$ cat src/rtl/pdp8_core.sv
// PDP-8 CPU core: AC/L/PC/IR/MQ datapath, control FSM and front-panel load/deposit/run.
// Define PDP8_EAE_EN to enable the group-3 MQ instructions; without it MQ is absent and reads 0.
module pdp8_core #(
    parameter logic [11:0] RESET_PC = 12'o0200
) (
    input  logic        clock,
    input  logic        resetN,
    input  logic [11:0] sw_data,
    input  logic        load_pc_btn,
    input  logic        deposit_btn,
    input  logic        run_sw,
    output logic [11:0] mem_address,
    output logic        mem_read_enable,
    output logic        mem_write_enable,
    output logic [11:0] mem_write_data,
    input  logic [11:0] mem_read_data,
    input  logic        mem_finished,
    output logic        running,
    output logic [3:0]  curr_state,
    output logic [11:0] ac_out,
    output logic        link_out,
    output logic [11:0] pc_out,
    output logic [11:0] mq_out
);

    typedef enum logic [3:0] {
        ST_HALT    = 4'd0,
        ST_FETCH_1 = 4'd1,
        ST_FETCH_2 = 4'd2,
        ST_DEFER   = 4'd3,
        ST_AUTOINC = 4'd4,
        ST_EXEC_RD = 4'd5,
        ST_EXEC_WR = 4'd6,
        ST_EXEC    = 4'd7,
        ST_DEPOSIT = 4'd8
    } state_t;

    localparam logic [2:0] OP_AND = 3'd0;
    localparam logic [2:0] OP_TAD = 3'd1;
    localparam logic [2:0] OP_ISZ = 3'd2;
    localparam logic [2:0] OP_DCA = 3'd3;
    localparam logic [2:0] OP_JMS = 3'd4;
    localparam logic [2:0] OP_JMP = 3'd5;
    localparam logic [2:0] OP_OPR = 3'd7;

    state_t      state_r, state_next_s;
    logic [11:0] ac_r, pc_r, ir_r, ea_r, mb_r;
    logic        link_r, running_r;
    logic [4:0]  page_r;
    logic        load_prev_r, dep_prev_r, run_prev_r;
    logic        load_edge_s, dep_edge_s, run_edge_s;
    logic        busy_s, done_s, issue_s, autoidx_s;
    logic [2:0]  op_s;
    logic [11:0] opr_ac_s;
    logic        opr_l_s, opr_skip_s, opr_halt_s, cond_s;
    logic [12:0] rot_s;
    logic        rd_next_s, wr_next_s;
    logic [11:0] addr_next_s, wdata_next_s;
`ifdef PDP8_EAE_EN
    logic [11:0] mq_r, opr_mq_s, base_s;
    assign mq_out = mq_r;
`else
    assign mq_out = 12'd0;
`endif

    assign load_edge_s = load_pc_btn & ~load_prev_r;
    assign dep_edge_s  = deposit_btn & ~dep_prev_r;
    assign run_edge_s  = run_sw & ~run_prev_r;
    assign busy_s      = mem_read_enable | mem_write_enable;
    assign done_s      = busy_s & mem_finished;
    assign issue_s     = ~busy_s;
    assign autoidx_s   = (ea_r[11:3] == 9'o001);
    assign op_s        = ir_r[11:9];
    assign running     = running_r;
    assign curr_state  = state_r;
    assign ac_out      = ac_r;
    assign link_out    = link_r;
    assign pc_out      = pc_r;

    // Memory-reference dispatch once the effective address is final.
    function automatic state_t route(input logic [2:0] op);
        case (op)
            OP_AND, OP_TAD, OP_ISZ: route = ST_EXEC_RD;
            OP_DCA, OP_JMS:         route = ST_EXEC_WR;
            default:                route = ST_EXEC;
        endcase
    endfunction

    // State register.
    always_ff @(posedge clock or negedge resetN) begin
        if (!resetN) state_r <= ST_HALT;
        else         state_r <= state_next_s;
    end

    // Next-state logic.
    always_comb begin
        state_next_s = state_r;
        case (state_r)
            ST_HALT: begin
                if (load_edge_s)     state_next_s = ST_HALT;
                else if (dep_edge_s) state_next_s = ST_DEPOSIT;
                else if (run_edge_s) state_next_s = ST_FETCH_1;
                else                 state_next_s = ST_HALT;
            end
            ST_FETCH_1: state_next_s = ST_FETCH_2;
            ST_FETCH_2: begin
                if (!done_s)                           state_next_s = ST_FETCH_2;
                else if (mem_read_data[11:10] == 2'b11) state_next_s = ST_EXEC;
                else if (mem_read_data[8])             state_next_s = ST_DEFER;
                else                                   state_next_s = route(mem_read_data[11:9]);
            end
            ST_DEFER: begin
                if (!done_s)        state_next_s = ST_DEFER;
                else if (autoidx_s) state_next_s = ST_AUTOINC;
                else                state_next_s = route(op_s);
            end
            ST_AUTOINC: state_next_s = done_s ? route(op_s) : ST_AUTOINC;
            ST_EXEC_RD: begin
                if (!done_s)              state_next_s = ST_EXEC_RD;
                else if (op_s == OP_ISZ)  state_next_s = ST_EXEC_WR;
                else                      state_next_s = ST_EXEC;
            end
            ST_EXEC_WR: state_next_s = done_s ? ST_EXEC : ST_EXEC_WR;
            ST_EXEC:    state_next_s = (op_s == OP_OPR && opr_halt_s) ? ST_HALT : ST_FETCH_1;
            ST_DEPOSIT: state_next_s = done_s ? ST_HALT : ST_DEPOSIT;
            default:    state_next_s = ST_HALT;
        endcase
    end

    // Memory request: raise one enable a cycle after entering a memory state, drop it after mem_finished.
    always_comb begin
        rd_next_s    = mem_read_enable;
        wr_next_s    = mem_write_enable;
        addr_next_s  = mem_address;
        wdata_next_s = mem_write_data;
        if (done_s) begin
            rd_next_s = 1'b0;
            wr_next_s = 1'b0;
        end else if (issue_s) begin
            case (state_r)
                ST_FETCH_2: begin rd_next_s = 1'b1; addr_next_s = pc_r; end
                ST_DEFER, ST_EXEC_RD: begin rd_next_s = 1'b1; addr_next_s = ea_r; end
                ST_AUTOINC: begin
                    wr_next_s = 1'b1; addr_next_s = ea_r; wdata_next_s = mb_r + 12'd1;
                end
                ST_EXEC_WR: begin
                    wr_next_s   = 1'b1;
                    addr_next_s = ea_r;
                    wdata_next_s = (op_s == OP_DCA) ? ac_r :
                                   (op_s == OP_JMS) ? pc_r : mb_r + 12'd1;
                end
                ST_DEPOSIT: begin wr_next_s = 1'b1; addr_next_s = pc_r; wdata_next_s = mb_r; end
                default: begin rd_next_s = 1'b0; wr_next_s = 1'b0; end
            endcase
        end else begin
            rd_next_s = mem_read_enable;
            wr_next_s = mem_write_enable;
        end
    end

    // Operate-instruction result (groups 1, 2 and 3).
    always_comb begin
        opr_ac_s   = ac_r;
        opr_l_s    = link_r;
        opr_skip_s = 1'b0;
        opr_halt_s = 1'b0;
        cond_s     = 1'b0;
        rot_s      = {link_r, ac_r};
`ifdef PDP8_EAE_EN
        opr_mq_s = mq_r;
        base_s   = ir_r[7] ? 12'd0 : ac_r;
`endif
        if (!ir_r[8]) begin
            rot_s = {(ir_r[6] ? 1'b0 : link_r), (ir_r[7] ? 12'd0 : ac_r)};
            rot_s[11:0] = ir_r[5] ? ~rot_s[11:0] : rot_s[11:0];
            rot_s[12]   = ir_r[4] ? ~rot_s[12] : rot_s[12];
            rot_s       = ir_r[0] ? rot_s + 13'd1 : rot_s;
            case ({ir_r[3], ir_r[2]})
                2'b10:   rot_s = ir_r[1] ? {rot_s[1:0], rot_s[12:2]} : {rot_s[0], rot_s[12:1]};
                2'b01:   rot_s = ir_r[1] ? {rot_s[10:0], rot_s[12:11]} : {rot_s[11:0], rot_s[12]};
                2'b00:   rot_s[11:0] = ir_r[1] ? {rot_s[5:0], rot_s[11:6]} : rot_s[11:0];
                default: rot_s = rot_s;
            endcase
            opr_ac_s = rot_s[11:0];
            opr_l_s  = rot_s[12];
        end else if (!ir_r[0]) begin
            cond_s     = (ir_r[6] & ac_r[11]) | (ir_r[5] & (ac_r == 12'd0)) | (ir_r[4] & link_r);
            opr_skip_s = ir_r[3] ? ~cond_s : cond_s;
            opr_ac_s   = (ir_r[7] ? 12'd0 : ac_r) | (ir_r[2] ? sw_data : 12'd0);
            opr_halt_s = ir_r[1];
        end else begin
`ifdef PDP8_EAE_EN
            case ({ir_r[6], ir_r[4]})
                2'b11:   begin opr_ac_s = mq_r; opr_mq_s = base_s; end
                2'b10:   opr_ac_s = base_s | mq_r;
                2'b01:   begin opr_mq_s = base_s; opr_ac_s = 12'd0; end
                default: opr_ac_s = base_s;
            endcase
`else
            opr_ac_s = ir_r[7] ? 12'd0 : ac_r;
`endif
        end
    end

    // Registered memory interface.
    always_ff @(posedge clock or negedge resetN) begin
        if (!resetN) begin
            mem_read_enable  <= 1'b0;
            mem_write_enable <= 1'b0;
            mem_address      <= 12'd0;
            mem_write_data   <= 12'd0;
        end else begin
            mem_read_enable  <= rd_next_s;
            mem_write_enable <= wr_next_s;
            mem_address      <= addr_next_s;
            mem_write_data   <= wdata_next_s;
        end
    end

    // Datapath registers and panel edge detection.
    always_ff @(posedge clock or negedge resetN) begin
        if (!resetN) begin
            ac_r <= 12'd0; link_r <= 1'b0; pc_r <= RESET_PC; ir_r <= 12'd0;
            ea_r <= 12'd0; mb_r <= 12'd0; page_r <= 5'd0; running_r <= 1'b0;
            load_prev_r <= 1'b0; dep_prev_r <= 1'b0; run_prev_r <= 1'b0;
`ifdef PDP8_EAE_EN
            mq_r <= 12'd0;
`endif
        end else begin
            load_prev_r <= load_pc_btn;
            dep_prev_r  <= deposit_btn;
            run_prev_r  <= run_sw;
            case (state_r)
                ST_HALT: begin
                    if (load_edge_s)     pc_r <= sw_data;
                    else if (dep_edge_s) mb_r <= sw_data;
                    else if (run_edge_s) running_r <= 1'b1;
                end
                ST_FETCH_1: page_r <= pc_r[11:7];
                ST_FETCH_2: if (done_s) begin
                    ir_r <= mem_read_data;
                    pc_r <= pc_r + 12'd1;
                    ea_r <= mem_read_data[7] ? {page_r, mem_read_data[6:0]}
                                             : {5'd0, mem_read_data[6:0]};
                end
                ST_DEFER: if (done_s) begin
                    mb_r <= mem_read_data;
                    if (!autoidx_s) ea_r <= mem_read_data;
                end
                ST_AUTOINC: if (done_s) ea_r <= mb_r + 12'd1;
                ST_EXEC_RD: if (done_s) mb_r <= mem_read_data;
                ST_DEPOSIT: if (done_s) pc_r <= pc_r + 12'd1;
                ST_EXEC: begin
                    case (op_s)
                        OP_AND: ac_r <= ac_r & mb_r;
                        OP_TAD: {link_r, ac_r} <= {link_r, ac_r} + {1'b0, mb_r};
                        OP_ISZ: if (mb_r == 12'o7777) pc_r <= pc_r + 12'd1;
                        OP_DCA: ac_r <= 12'd0;
                        OP_JMS: pc_r <= ea_r + 12'd1;
                        OP_JMP: pc_r <= ea_r;
                        OP_OPR: begin
                            ac_r   <= opr_ac_s;
                            link_r <= opr_l_s;
`ifdef PDP8_EAE_EN
                            mq_r   <= opr_mq_s;
`endif
                            if (opr_skip_s) pc_r <= pc_r + 12'd1;
                            if (opr_halt_s) running_r <= 1'b0;
                        end
                        default: ac_r <= ac_r;
                    endcase
                end
                default: ac_r <= ac_r;
            endcase
        end
    end

endmodule

$ cat config.mk
export PLATFORM = sky130hd
export DESIGN_NAME = pdp8_core
export DESIGN_NICKNAME = d
export VERILOG_FILES = /design/src/rtl/pdp8_core.sv
export SDC_FILE = /design/constraint.sdc
export NUM_CORES = 1
export LEC_CHECK = 0
export CORE_ASPECT_RATIO = 1.25
export CORE_MARGIN = 5
export CORE_UTILIZATION = 51
export CTS_BUF_LIST = sky130_fd_sc_hd__clkbuf_16
export DETAILED_ROUTE_END_ITERATION = 10
export GPL_ROUTABILITY_DRIVEN = 0
export PLACE_DENSITY = 0.73
export RECOVER_POWER = 100
export SYNTH_ARGS = -nofsm -noshare
export SYNTH_HDL_FRONTEND = slang
export SYNTH_SLANG_ARGS = --single-unit
export TNS_END_PERCENT = 30
$ cat constraint.sdc
create_clock -name clock -period 5.6 [get_ports clock]
set_clock_uncertainty 0.15 [all_clocks]
set_input_delay 1.4 -clock clock [delete_from_list [all_inputs] [get_ports clock]]
set_output_delay 1.4 -clock clock [all_outputs]
set_load 0.01 [all_outputs]
==> run summary, run 1 <==
In this run, the number of DRC markers left after iteration 0 of detailed routing was 1111. The hold violation total from the final report was 0. The die is 127 um wide. TritonCTS created 9 clock buffers.

Using the TritonRoute via totals, the vias-per-cell ratio works out to 6.70. In the finished design, the share of the clock period the worst path needs comes to 83.4%. The clock tree synthesis step divided the H-tree into 3 levels. The layout overhead on the synthesized area is 12.4%. The count of cell types in the netlist was 91; the synthesized area per cell was 8.11 um2. In this run the vertical extent of the chip is 156 um.

The relative max-transition margin was -42.5%. Actual transition at the worst max-transition pin: 2.14 ns. The fraction of final layout cells sized beyond drive strength 1 was 7.21%.

For the worst setup path, the data required time is 5.62 ns. The number of antenna violations at the first check in global routing came out at 0. The routed layout has 8899 vias.

At the later pin of the worst-skew pair, clock insertion delay measures 0.35 ns. The first global-routing pass estimated 46.8 mm of wire. The leading area contributor after synthesis was dfrtp_1.

The first detailed-routing pass ran for 6 iterations. In the post-synthesis netlist, the cell with the most instances is nor2_1. The final reports fail on capacitance limit, slew limit.

The logs give 0.0198 mm2 for the die footprint and 0 for the count of cells resized by post-cts repair. The flow ran to the end, but the final reports show violations. For the maximum vdd drop, the log shows 0.335 mV. The total number of yosys warnings is 0.

The HPWL reported at the end of detailed placement came out at 22.4 mm. The tools report the global router's overall resource usage as 29.6%. The capturing element type of the critical path is a register.

The number of buffers added to fix hold violations after cts came out at 0. The number of flops mapped to enable cells by yosys was 0. In this run, synthesis produced a sequential element count of 100. Summing all multi-input logic gate instances after layout gives 0.00567 mm2.

Setup repair after global routing left no endpoint under its margin. The run gives 98 as the total I/O pin count. After synthesis the cells add up to 0.00868 mm2. Number of buffers on the longest clock path: 2. The data arrival at the endpoint of the critical path is 4.69 ns.

Number of buffers added for setup after CTS: 0. The startpoint class of the critical path is a register. Power spread over the standard cell area amounts to 691 mW/mm2. Entering global routing, the biggest net connects 65 pins. The logs give 1 for the number of max-cap violations and 0 for the count of endpoints failing setup in the final report. The tools report the via count of the first global-routing pass as 8469. The global-route congestion overflow total is 0, and the total routed wirelength is 30.1 mm. Sequential elements use 28.8% of the synthesized area. By area the synthesized netlist is led by dfrtp_1 29%, nor2_1 5.1%, a21oi_1 5.0%, nand2_1 4.5%, xnor2_1 4.2%.

In this run the static leakage power is 3.76 nW. Along the worst path, the maximum fanout reaches 31. The starting density of the core is 51.8%. The run gives 53 as the number of placement rows. The critical path is of the reg -> reg type.

Of all flip-flops after synthesis, the portion carrying an async set or reset was 100%. Counting instances in the post-synthesis netlist gives the leading cell types as 117 x nor2_1, 104 x nand2_1, 99 x dfrtp_1. Dividing the detail-routed wire length by the instance count gives 22.7 um.

After clock tree synthesis, the clock-pin slew on the worst setup and hold paths is 0.07 ns. The count of input and output buffers is 85. Antenna diode count: 0.

Once detail routing completed, the nets flagged for antenna violations numbered 0. The cell count after synthesis came out at 1071. CTS saw 100 sinks.

In the final design database the tool counted 1156 nets. Static timing analysis puts the maximum clock frequency at 214 MHz. In the synthesized netlist the dominant register cell turns out to be dfrtp_1. Class of the most critical hold timing path: reg -> reg. The run gives 38 as the number of pins with negative max-slew slack in the final report. The area of all placed cells without fillers is 0.00976 mm2, and the final period demand of the worst path is 4.67 ns. The run gives 0 as the DRC violation count after routing.

The total negative setup slack was 0 ns. Once placement finished, the instance area stood at 0.00955 mm2. The tree is rooted in a clkbuf_16. TritonCTS built the clock tree. The sequential standard cell area came out at 0.00250 mm2. The worst register-to-register path has a setup slack of 0.93 ns.

Summed over its instances, the top area cell type makes up 28.5% of the synthesized netlist area. After filler insertion, the fill cell instance count of the layout stands at 1604. After floorplanning, the core was sized to cover 0.0168 mm2.
==> worst max-delay path: stages (launching register included) <==
cell	delay, ns
dfrtp_1	1.00
xnor2_1	0.25
ha_1	0.27
and2_0	0.18
a32oi_1	0.79
xnor2_1	0.45
nand2_1	0.16
o21ai_1	0.08
a2111oi_0	1.02
o22ai_1	0.15
==> routing by layer <==
| layer | track usage (%) | share of wire (%) | up-vias |
|---|---|---|---|
| li1 | - | - | 4001 |
| met5 | 0 | 0 | - |
| met1 | 35.4 | 38 | 4164 |
| met2 | 48.9 | 46 | 578 |
| met3 | 4.86 | 8.1 | 156 |
| met4 | 19.6 | 7.6 | 0 |
==> power breakdown <==
group,internal (W),switching (W),leakage [nW]
clock,0.000305,0.000301,0.130
sequential,0.00106,0.000742,1.17
combinational,0.00182,0.00251,2.46
==> flip-flops by register name (all words and copies together) (netlist names), 5 cells and up <==
register and count:
mb_r 12, pc_out 12, ac_out 12, mem_write_data 12, mem_address 12, ir_r 12, page_r 5, ea_r 12
==> layout by cell type, fill, tap and decap left out, types with 6 or more instances in the layout <==
master / n
nand3_1: 31
nor2_1: 117
a21oi_1: 87
nor4_1: 8
buf_4: 9
o21bai_1: 7
o21ai_0: 64
clkbuf_16: 9
o2111ai_1: 6
a211oi_1: 16
nor3_1: 21
nand4_1: 11
mux2i_1: 35
nand2_1: 104
or3_1: 12
inv_1: 29
o221ai_1: 7
nand2b_1: 14
dlygate4sd3_1: 59
a21o_1: 11
a221oi_1: 20
clkdlybuf4s50_1: 25
ha_1: 20
xnor2_1: 42
and2_1: 8
mux2_2: 32
o211ai_1: 20
nor2b_1: 15
a31oi_1: 18
xor2_1: 12
dfrtp_1: 99
conb_1: 12
a221o_1: 6
o22ai_1: 6
==> worst paths after layout <==
kind                             endpoint  cells after the start           start
min                        mem_address[8]                      2  mem_address[8]
max                             ac_out[4]                      9         ir_r[5]
max reg2reg                     ac_out[4]                      9         ir_r[5]
max in group asynchronous       ac_out[1]                      2          resetN
min reg2reg                mem_address[8]                      2  mem_address[8]
min in group asynchronous      dep_prev_r                      1          resetN
==> logic make-up after synthesis <==
family | synth area share [%]
AOI/OAI and AO/OA | 26.5
xor gates and xnor gates | 5.96
adders and majority gates | 3.11
buffers and inverters | 5.85
DFF | 28.8
muxes | 8.18
other | 0.0432
and+or+nand+nor | 21.6
==> per-stage QoR <==
step	hold slack, ns	util, %	worst slack, ns	power, W	instances
5_1_grt	0.363	58.2	0.802	0.00717	1329
2_1_floorplan	0.322	-	2.42	0.00474	1082
6_report	0.338	58.2	0.928	0.00674	1329
3_3_place_gp	0.315	56.9	1.94	0.00607	1314
3_5_place_dp	0.324	56.9	1.91	0.00612	1314
4_1_cts	0.344	58.6	1.94	0.00675	1329
==> cell type report <==
type,instances,area share [%]
Timing Repair Buffer,96,9.42
Inverter,32,1.23
Clock buffer,9,2.31
Multi-Input combinational cell,866,58.1
Tap cell,220,2.82
Sequential cell,100,25.7
Clock inverter,6,0.500
No activity file was read; power rests on OpenSTA's default activity.
==> run 2: changes to the inputs <==
Clock period 5.6 ns to 4.6 ns, I/O delays scaled along.
==> run summary, run 2 (same netlist as run 1, synthesis figures left out) <==
The run finished, with violations left. The checks that failed: capacitance limit, slew limit. 0 antenna diodes ended up in the layout.

The tools report the number of nets at the end of the flow as 1160. The share of total power in sequential cells is 27.0%, and the worst slack at placement is 0.978 ns. The routed wirelength normalized by instance count works out to 22.6 um. For this run, the top clock speed supported by timing is 263 MHz. Counting the buffers created by CTS gives 9. The class of the most critical hold timing path is reg -> reg. In this run the remaining antenna-violating nets after routing total 0. The worst-case reg-to-reg path depth works out to 10. The layout overhead on the synthesized area is 13.0%, and the count of cells resized by post-cts repair is 0. The maximum vdd drop was 0.378 mV. The run gives 0.329 ns as the post-route worst hold slack. The global-route wire length before repair is 47.2 mm. Setup repair after global routing left no endpoint under its margin. The total I/O pin count was 98. The tools report the worst flop-to-flop path endpoint as ac_out[4]. The tools report the capturing element type of the critical path as a register. The number of placement rows was 53; the power share of the combinational group was 64.3%.

In this run the worst path has a maximum fanout of 29. Summed over all failing endpoints, the final setup total negative slack is 0 ns. The switching fraction of total power is 52.7%. In this run the standard cell core region covers 0.0168 mm2. Across every metal layer, demand over resource in global routing totals 29.9%.

The H-tree depth is 3, and the total power is 0.00819 W. TritonCTS built the clock tree. The ratio of total power to cell area works out to 835 mW/mm2.

The library cells used most frequently in the layout, excluding fill and tap cells, are 117 x nor2_1, 104 x nand2_1, 99 x dfrtp_1. The fraction of final layout cells sized beyond drive strength 1 is 7.63%, and the share of power burned in the clock network is 8.7%. The count of input and output buffers is 85, and the detailed-router iteration count before antenna repair is 6.

The floorplan step set the die height to 156 um. The hold violation total from the final report is 0, and the number of buffers on the longest clock path is 2. In this run the power spent charging and discharging nets is 0.00432 W. At the worst endpoint, the required time is 4.66 ns. The HPWL reported at the end of detailed placement was 22.7 mm; the data arrival at the endpoint of the critical path was 3.86 ns.

For the pin with the worst max-slew slack, the measured transition is 2.70 ns. The layout filler cell count came out at 1568. The tools report the worst reg2reg path startpoint as ir_r[7]. The initial utilization of the core area, before any placement, comes to 51.8%. The design internal power came out at 0.00388 W. Clock root buffer: clkbuf_16.

The tools report the reported leakage power as 3.78 nW. The number of violations reported at the end of detailed-routing iteration 0 is 1217, and the DRC violation count after routing is 0. The tree built by TritonCTS fans out to 100 sinks. The number of max-cap violations is 1. Buffers added to address setup during post-CTS repair amount to 0.

The launch point of the worst hold path was mem_address[8]. The via count of the first global-routing pass was 8453. The worst setup slack for register-to-register paths was 0.80 ns. Dividing the detail-routed via count by the number of cells gives 6.61. The tools report the count of endpoints failing setup in the final report as 0.

The worst hold path was traced through 2 stages. The tools report the number of antenna violations at the first check in global routing as 0. The number of pins with negative max-slew slack in the final report is 48. After detailed routing, the total wire length is 30.1 mm. Measured against its own limit, the worst slew margin works out to -79.9%.

Clock-pin slew was measured on the worst setup and hold paths at 0.07 ns. Entering global routing, the biggest net connects 48 pins. The worst hold path terminates at mem_address[8]. Startpoint class of the critical path: a register. The library cell used most frequently in the layout, excluding fill and tap cells, is nor2_1. The floorplan step defined a die boundary enclosing 0.0198 mm2. The final critical-path share of the clock period was 82.6%. Measured along the x axis, the die boundary spans 127 um. The setup path with the least slack is of type reg -> reg. Buffers inserted to repair hold after CTS numbered 0. Global routing finished with a remaining overflow of 0. The final period demand of the worst path was 3.80 ns; the core utilization of the finished layout was 58.5%.

The minimum setup slack in the final design is 0.800 ns. For the via total after detailed routing, the log shows 8813. The later pin in the worst-skew pair is clocked with a latency of 0.34 ns.
[run 2: critical path, stage by stage (launching register included)]
cell       delay [ns]
dfrtp_1          0.90
nand2b_1         0.24
xnor2_1          0.18
ha_1             0.20
and2_0           0.24
a32oi_4          0.23
or3_1            0.58
o21ai_4          0.26
o21ai_1          0.08
a2111oi_0        0.47
o22ai_1          0.12
[run 2: power by group through the flow]
stage	clock (W)	combinational, W	sequential [W]
global route	0.000756	0.00571	0.00228
finish	0.000713	0.00527	0.00221
CTS	0.000718	0.00531	0.00218
floorplan	0	0.00400	0.00177
detailed placement	0	0.00527	0.00220
global placement	0	0.00520	0.00218
[run 2: stage by stage]
stage               instance area [um2]  instances
CTS                                9850       1334
floorplan                          8730       1082
global route                       9810       1334
finish                             9810       1334
global placement                   9580       1318
detailed placement                 9580       1318
[run 2: how the worst max path moves through the flow]
stage | slack, ns | startpoint | end | depth (start not counted)
after floorplan | 1.42 | ac_out[1] | ac_out[4] | 12
after global placement | 1.06 | ir_r[7] | ac_out[4] | 10
after detailed placement | 0.98 | ir_r[7] | ac_out[4] | 10
after CTS | 0.96 | ir_r[7] | ac_out[4] | 10
after global routing | 0.52 | ir_r[7] | ac_out[1] | 10
final | 0.80 | ir_r[7] | ac_out[4] | 10
[run 2: layout make-up]
cell class | count | area (um2) | share of cell area [%]
inverter | 32 | 120 | 1.22
clock inverter | 7 | 45.0 | 0.459
timing repair buffer | 100 | 946 | 9.64
tap | 220 | 275 | 2.81
sequential | 100 | 2500 | 25.5
clock buffer | 9 | 225 | 2.30
multi-input combinational | 866 | 5700 | 58.1
[run 2: routing by layer]
layer	part of all wire (%)	wire length [um]	track usage (%)	vias to the layer above
met3	7.4	2240	4.11	123
met2	48	14400	49.7	491
met4	7.1	2130	18.9	0
met1	38	11400	36.5	4185
li1	-	-	-	4014
met5	0	0	0	-
